$ cat src/rtl/ads1118_pkg.sv
// Shared ADS1118 SPI definitions: frame lengths, config NOP check and FSM state encoding.
package ads1118_pkg;

  localparam logic [1:0] CFG_NOP_VALID = 2'b01;
  localparam logic [5:0] FRAME16       = 6'd16;
  localparam logic [5:0] FRAME32       = 6'd32;
  localparam logic [5:0] BCNT_MAX      = 6'd33;

  typedef enum logic [1:0] {
    IDLE    = 2'd0,
    SHIFT   = 2'd1,
    WAIT_HI = 2'd2
  } state_t;

  // A config word is only written when its NOP field says "valid data".
  function automatic logic cfg_accept(input logic [15:0] word);
    return (word[2:1] == CFG_NOP_VALID);
  endfunction

endpackage

$ cat src/rtl/ads1118_spi_responder_if.sv
// SPI pin bundle between the ADS1118 master and this responder.
interface ads1118_spi_responder_if;
  logic SCLK;
  logic CS;
  logic MOSI;
  logic MISO;
  logic MISO_OE;

  modport master (output SCLK, CS, MOSI, input MISO, MISO_OE);
  modport slave  (input SCLK, CS, MOSI, output MISO, MISO_OE);
endinterface

$ cat src/rtl/spi_pin_sync.sv
// Multi-flop synchronizer for one SPI pin, followed by a registered edge detector.
module spi_pin_sync #(
  parameter int unsigned SYNC_STAGES = 2
) (
  input  logic CLK_50M,
  input  logic rst_n,
  input  logic din,
  output logic level,
  output logic rise,
  output logic fall
);

  logic [SYNC_STAGES-1:0] sync_q;
  logic                   prev;

  // Reset to 0 so a CS already high at reset release only yields an ignored rise.
  always_ff @(posedge CLK_50M or negedge rst_n) begin
    if (!rst_n) begin
      sync_q <= '0;
      prev   <= 1'b0;
      rise   <= 1'b0;
      fall   <= 1'b0;
    end else begin
      sync_q <= {sync_q[SYNC_STAGES-2:0], din};
      prev   <= sync_q[SYNC_STAGES-1];
      rise   <= sync_q[SYNC_STAGES-1] & ~prev;
      fall   <= ~sync_q[SYNC_STAGES-1] & prev;
    end
  end

  assign level = prev;

endmodule

$ cat src/rtl/ads1118_spi_responder.sv
// ADS1118 serial-interface emulator: returns injected conversion codes on MISO and
// captures config words from MOSI, with all SPI pins sampled in the CLK_50M domain.
module ads1118_spi_responder
  import ads1118_pkg::*;
#(
  parameter int unsigned SYNC_STAGES = 2,
  parameter logic [15:0] CFG_RESET   = 16'h058B,
  parameter bit          FRAME32_EN  = 1'b1
) (
  input  logic                           CLK_50M,
  input  logic                           rst_n,
  input  logic [15:0]                    sample_data,
  input  logic                           sample_valid,
  ads1118_spi_responder_if.slave         spi,
  output logic [15:0]                    cfg_out,
  output logic                           cfg_valid,
  output logic                           frame_err,
  output logic                           busy
);

  logic   sclk_rise, sclk_fall, sclk_lvl;
  logic   cs_rise, cs_fall, cs_lvl;
  logic   mosi_lvl, mosi_rise, mosi_fall;

  state_t      state;
  logic [5:0]  bcnt, bcnt_n;
  logic [15:0] tx_sh, rx_sh, rx_n, cap, cap_n, hold, load_word;
  logic        new_flag, miso_r, oe_r, next_bit, frame_ok;

  spi_pin_sync #(.SYNC_STAGES(SYNC_STAGES)) u_sync_sclk (
    .CLK_50M(CLK_50M), .rst_n(rst_n), .din(spi.SCLK),
    .level(sclk_lvl), .rise(sclk_rise), .fall(sclk_fall));

  spi_pin_sync #(.SYNC_STAGES(SYNC_STAGES)) u_sync_cs (
    .CLK_50M(CLK_50M), .rst_n(rst_n), .din(spi.CS),
    .level(cs_lvl), .rise(cs_rise), .fall(cs_fall));

  spi_pin_sync #(.SYNC_STAGES(SYNC_STAGES)) u_sync_mosi (
    .CLK_50M(CLK_50M), .rst_n(rst_n), .din(spi.MOSI),
    .level(mosi_lvl), .rise(mosi_rise), .fall(mosi_fall));

  // Synchronizer outputs with no consumer here; new_flag is the DRDY view kept for probing.
  logic unused_ok;
  assign unused_ok = &{1'b0, sclk_lvl, mosi_rise, mosi_fall, new_flag};

  // A fall coinciding with cs_rise is folded in before the frame is judged.
  always_comb begin
    bcnt_n    = bcnt;
    rx_n      = rx_sh;
    cap_n     = cap;
    next_bit  = 1'b0;
    load_word = sample_valid ? sample_data : hold;
    if (sclk_fall) begin
      rx_n = {rx_sh[14:0], mosi_lvl};
      if (bcnt != BCNT_MAX) bcnt_n = bcnt + 6'd1;
      if (bcnt_n == FRAME16) cap_n = rx_n;
    end
    if (bcnt < FRAME16)
      next_bit = tx_sh[4'(FRAME16 - 6'd1 - bcnt)];
    else if (FRAME32_EN && (bcnt < FRAME32))
      next_bit = cfg_out[4'(FRAME32 - 6'd1 - bcnt)];
    frame_ok = (bcnt_n == FRAME16) || (FRAME32_EN && (bcnt_n == FRAME32));
  end

  always_ff @(posedge CLK_50M or negedge rst_n) begin
    if (!rst_n) begin
      state     <= WAIT_HI;
      bcnt      <= '0;
      tx_sh     <= '0;
      rx_sh     <= '0;
      cap       <= '0;
      hold      <= '0;
      new_flag  <= 1'b0;
      miso_r    <= 1'b1;
      oe_r      <= 1'b0;
      cfg_out   <= CFG_RESET;
      cfg_valid <= 1'b0;
      frame_err <= 1'b0;
      busy      <= 1'b0;
    end else begin
      cfg_valid <= 1'b0;
      frame_err <= 1'b0;
      if (sample_valid) begin
        hold     <= sample_data;
        new_flag <= 1'b1;
      end
      case (state)
        WAIT_HI: begin
          miso_r <= 1'b1;
          oe_r   <= 1'b0;
          if (cs_lvl) state <= IDLE;
        end
        IDLE: begin
          miso_r <= 1'b1;
          oe_r   <= 1'b0;
          // MSB goes out immediately, before the first SCLK rise.
          if (cs_fall) begin
            tx_sh    <= load_word;
            new_flag <= 1'b0;
            bcnt     <= '0;
            miso_r   <= load_word[15];
            oe_r     <= 1'b1;
            busy     <= 1'b1;
            state    <= SHIFT;
          end
        end
        SHIFT: begin
          bcnt  <= bcnt_n;
          rx_sh <= rx_n;
          cap   <= cap_n;
          if (sclk_rise && (bcnt != 6'd0)) miso_r <= next_bit;
          if (cs_rise) begin
            state  <= IDLE;
            busy   <= 1'b0;
            oe_r   <= 1'b0;
            miso_r <= 1'b1;
            if (frame_ok) begin
              if (cfg_accept(cap_n)) begin
                cfg_out   <= cap_n;
                cfg_valid <= 1'b1;
              end
            end else begin
              frame_err <= 1'b1;
            end
          end
        end
        default: state <= WAIT_HI;
      endcase
    end
  end

  assign spi.MISO    = miso_r;
  assign spi.MISO_OE = oe_r;

endmodule
$ cat src/flat_wrapper.sv
// flat-port wrapper written by rule: the top's interface ports become plain ports
module ads1118_spi_responder_flat import ads1118_pkg::*;
#(
  parameter int unsigned SYNC_STAGES = 2,
  parameter logic [15:0] CFG_RESET   = 16'h058B,
  parameter bit          FRAME32_EN  = 1'b1
)
  (CLK_50M, rst_n, sample_data, sample_valid, cfg_out, cfg_valid, frame_err, busy, spi_SCLK, spi_CS, spi_MOSI, spi_MISO, spi_MISO_OE);
  ads1118_spi_responder_if spi_i ();
  input  logic CLK_50M;
  input  logic rst_n;
  input  logic [15:0] sample_data;
  input  logic sample_valid;
  output logic [15:0] cfg_out;
  output logic cfg_valid;
  output logic frame_err;
  output logic busy;
  input wire logic [$bits(spi_i.SCLK)-1:0] spi_SCLK;
  input wire logic [$bits(spi_i.CS)-1:0] spi_CS;
  input wire logic [$bits(spi_i.MOSI)-1:0] spi_MOSI;
  output wire logic [$bits(spi_i.MISO)-1:0] spi_MISO;
  output wire logic [$bits(spi_i.MISO_OE)-1:0] spi_MISO_OE;
  assign spi_i.SCLK = spi_SCLK;
  assign spi_i.CS = spi_CS;
  assign spi_i.MOSI = spi_MOSI;
  assign spi_MISO = spi_i.MISO;
  assign spi_MISO_OE = spi_i.MISO_OE;
  ads1118_spi_responder #(.SYNC_STAGES(SYNC_STAGES), .CFG_RESET(CFG_RESET), .FRAME32_EN(FRAME32_EN)) u_core (.CLK_50M(CLK_50M), .rst_n(rst_n), .sample_data(sample_data), .sample_valid(sample_valid), .spi(spi_i), .cfg_out(cfg_out), .cfg_valid(cfg_valid), .frame_err(frame_err), .busy(busy));
endmodule
$ cat config.mk
export PLATFORM = sky130hd
export DESIGN_NAME = ads1118_spi_responder_flat
export DESIGN_NICKNAME = d
export VERILOG_FILES = /design/src/rtl/ads1118_pkg.sv /design/src/rtl/ads1118_spi_responder_if.sv /design/src/rtl/spi_pin_sync.sv /design/src/rtl/ads1118_spi_responder.sv /design/src/flat_wrapper.sv
export SDC_FILE = /design/constraint.sdc
export NUM_CORES = 1
export LEC_CHECK = 0
export ABC_AREA = 1
export ABC_CLOCK_PERIOD_IN_PS = 4600
export BUFFER_PORTS_ARGS = -buffer_cell sky130_fd_sc_hd__clkbuf_2
export CELL_PAD_IN_SITES_DETAIL_PLACEMENT = 0
export CELL_PAD_IN_SITES_GLOBAL_PLACEMENT = 1
export CORE_MARGIN = 2
export CORE_UTILIZATION = 35
export DETAILED_ROUTE_END_ITERATION = 8
export GPL_ROUTABILITY_DRIVEN = 1
export MAX_ROUTING_LAYER = met4
export PLACE_DENSITY = 0.61
export RECOVER_POWER = 25
export SLEW_MARGIN = 10
export SYNTH_ARGS = -nofsm -noshare
export SYNTH_HDL_FRONTEND = slang
export SYNTH_HIERARCHICAL = 1
export SYNTH_SLANG_ARGS = --single-unit
$ cat constraint.sdc
create_clock -name CLK_50M -period 4.6 [get_ports CLK_50M]
set_input_delay 0.46 -clock CLK_50M [delete_from_list [all_inputs] [get_ports CLK_50M]]
set_output_delay 0.46 -clock CLK_50M [all_outputs]
set_load 0.02 [all_outputs]
==> reports/qor.csv <==
stage,metric,value,unit
timing,period_share,70.80,%
logic_synthesis,synthCells,545,
clock_tree,cts_resized,0,
die,initial_utilization,35.79,%
grt,grt_pass1_wl,18170,um
layout,multi_input_area,0.001780,mm2
place,dp_cells,739,
clock_tree,numCtsBuffers,9,
timing,fin_worst_skew,0.007796,ns
power_and_ir_drop,peakVddDrop,0.0001534,V
grt,antenna_found_initial,0,
outcome,outcome,finished clean,
layout,fin_cells,755,
worst_setup_path,cp_cell_sequence,"inv_1, ha_1, nand2_1, inv_1, nand3_2, nand2_1, nand2_1, nor2_4, nand3_2, nand2_1, nand3_2, nor2_4, nand2_4, nand2_1, nand2_1",
grt,track_usage,17.04,%
job,maxCapViolCount,0,
routing,drc,0,
logic_synthesis,syn_area_per_cell,8.696,um2
clock_tree,htree_levels,3,
grt,overflow,0,
timing,fin_tns_setup,0,ns
clock_tree,clk_latency,0.36,ns
worst_hold_path,min_path_type,in -> reg,
die,die_h,120.4,um
timing,worstMarginPinSlew,0.8961,ns
routing,wl,11350,um
clock_tree,post-cts-setup-buffers,0,
clock_tree,clockBufferDepth,2,
layout,mostFrequentLayoutCell,nand2_1,
worst_setup_path,critPathTopFamily,simple AND/OR/NAND/NOR gates,
die,rows,42,
logic_synthesis,syn-num-nets,570,
layout,seqCellArea,0.002638,mm2
worst_setup_path,end_kind,register,
worst_setup_path,cp_data_required_time,4.85,ns
timing,setup_viol,0,
die,dieArea,0.01449,mm2
routing,ant_nets,0,
die,io_pins,43,
layout,final_layout_size_suffix_gt1_share,17.10,%
timing,fin_crit,3.257,ns
layout,nets,599,
layout,mostFrequentLayoutCells,"nand2_1, dfrtp_1, o21ai_0",
clock_tree,root_buffer,clkbuf_16,
worst_setup_path,crit_buf_inv,2,
timing,finalMaxSlewViolations,0,
layout,antenna_cells,0,
place,port_buffers,42,
routing,first_pass_iters,4,
layout,area_growth,12.99,%
routing,vias,3522,
worst_setup_path,startpoint_type,register,
logic_synthesis,synth-warning-count,6,
die,fp.dieW,120.4,um
worst_setup_path,arrival,3.51,ns
worst_setup_path,crit_type,reg -> reg,
clock_tree,cts_tree,built,
die,core_region_area,0.01324,mm2
clock_tree,hold_buffers,0,
timing,finalHoldViolations,0,
clock_tree,clk_pin_slew,0.07,ns
routing,post_drt_wl_per_cell,15.03,um
layout,fill_cells,1356,
routing,vias_per_cell,4.665,
logic_synthesis,synth_area,0.004740,mm2
timing,rsz0062_at_grt,false,
power_and_ir_drop,p_per_area,463.9,mW/mm2
place,dp_hpwl,8037,um
place,gp_congestion,0.8405,
worst_setup_path,crit_slowest_cell,dfrtp_1,
grt,grt_max_degree,68,
timing,fmax,307.1,MHz
routing,drt_iter0_drc,183,
worst_setup_path,crit_top_cell,nand2_1,
power_and_ir_drop,p_leak,2.675,nW
timing,slew_headroom,40.26,%
clock_tree,clock-sinks,105,
worst_setup_path,cp_max_fo,30,
grt,grt_pass1_vias,3366,
worst_setup_path,cp_slowest_stage_delay,0.55,ns
==> where the power goes <==
part	switching (mW)	internal, mW	leakage [nW]
Clock	0.348	0.435	0.142
Combinational	0.381	0.190	1.21
Sequential	0.0811	1.05	1.33
==> final cells by class <==
type	count	share of cell area [%]
Clock buffer	11	4.533
Clock inverter	5	1.028
Inverter	49	3.435
Multi-Input combinational cell	364	33.25
Sequential cell	105	49.25
Tap cell	176	4.112
Timing Repair Buffer	45	4.393
==> state kept, by name, summed over array words and instances (netlist names), 2 cells and up <==
signal                     count
u_core/u_sync_mosi/sync_q      2
u_core/u_sync_sclk/sync_q      2
u_core/hold                   16
u_core/rx_sh                  15
u_core/state                   2
u_core/cap                    16
u_core/tx_sh                  16
u_core/cfg_out                16
u_core/u_sync_cs/sync_q        2
u_core/bcnt                    6
==> worst reg2reg max path, cell delays in order (launching register included) <==
cell and delay [ns]:
dfrtp_1 0.55, inv_1 0.41, ha_1 0.22, nand2_1 0.05, inv_1 0.06, nand3_2 0.13, nand2_1 0.09, nand2_1 0.08
nor2_4 0.12, nand3_2 0.44, nand2_1 0.24, nand3_2 0.12, nor2_4 0.29, nand2_4 0.20, nand2_1 0.11, nand2_1 0.05
==> routing by layer <==
layer  share of wire, %  wire length [um]  vias to the layer above  GRT usage (%)
met3                2.5               287                       13          3.491
li1                   -                 -                     1788              -
met5                  0                 0                        -              -
met1                 50              5665                     1675          23.19
met2                 46              5180                       46          25.39
met4                1.9               211                        0          6.105
==> metrics by stage <==
stage	cell area [um2]	setup WS [ns]	hold slack, ns	utilization [%]	power (mW)
2_1_floorplan	4740	2.121	0.1644	-	1.558
3_3_place_gp	5057	1.474	0.3356	38.19	1.718
3_5_place_dp	5057	1.355	0.3355	38.19	1.725
4_1_cts	5355	1.340	0.1952	40.44	2.520
5_1_grt	5355	0.9953	0.1926	40.44	2.641
6_report	5355	1.343	0.2071	40.44	2.484
==> path summary, 6_finish.rpt <==
path	startpoint	slack (ns)	end	depth (start not counted)
min in group asynchronous	rst_n	0.23	u_core/u_sync_sclk/fall	1
worst max register to register	u_core/bcnt[1]	1.34	u_core/cfg_out[12]	15
max in group asynchronous	rst_n	3.29	u_core/spi.MISO	2
worst min register to register	u_core/u_sync_mosi/sync_q[1]	0.35	u_core/u_sync_mosi/level	0
worst min-delay path	spi_CS	0.21	u_core/u_sync_cs/sync_q[0]	1
worst max-delay path	u_core/bcnt[1]	1.34	u_core/cfg_out[12]	15
(Power assumes the default switching activity.)
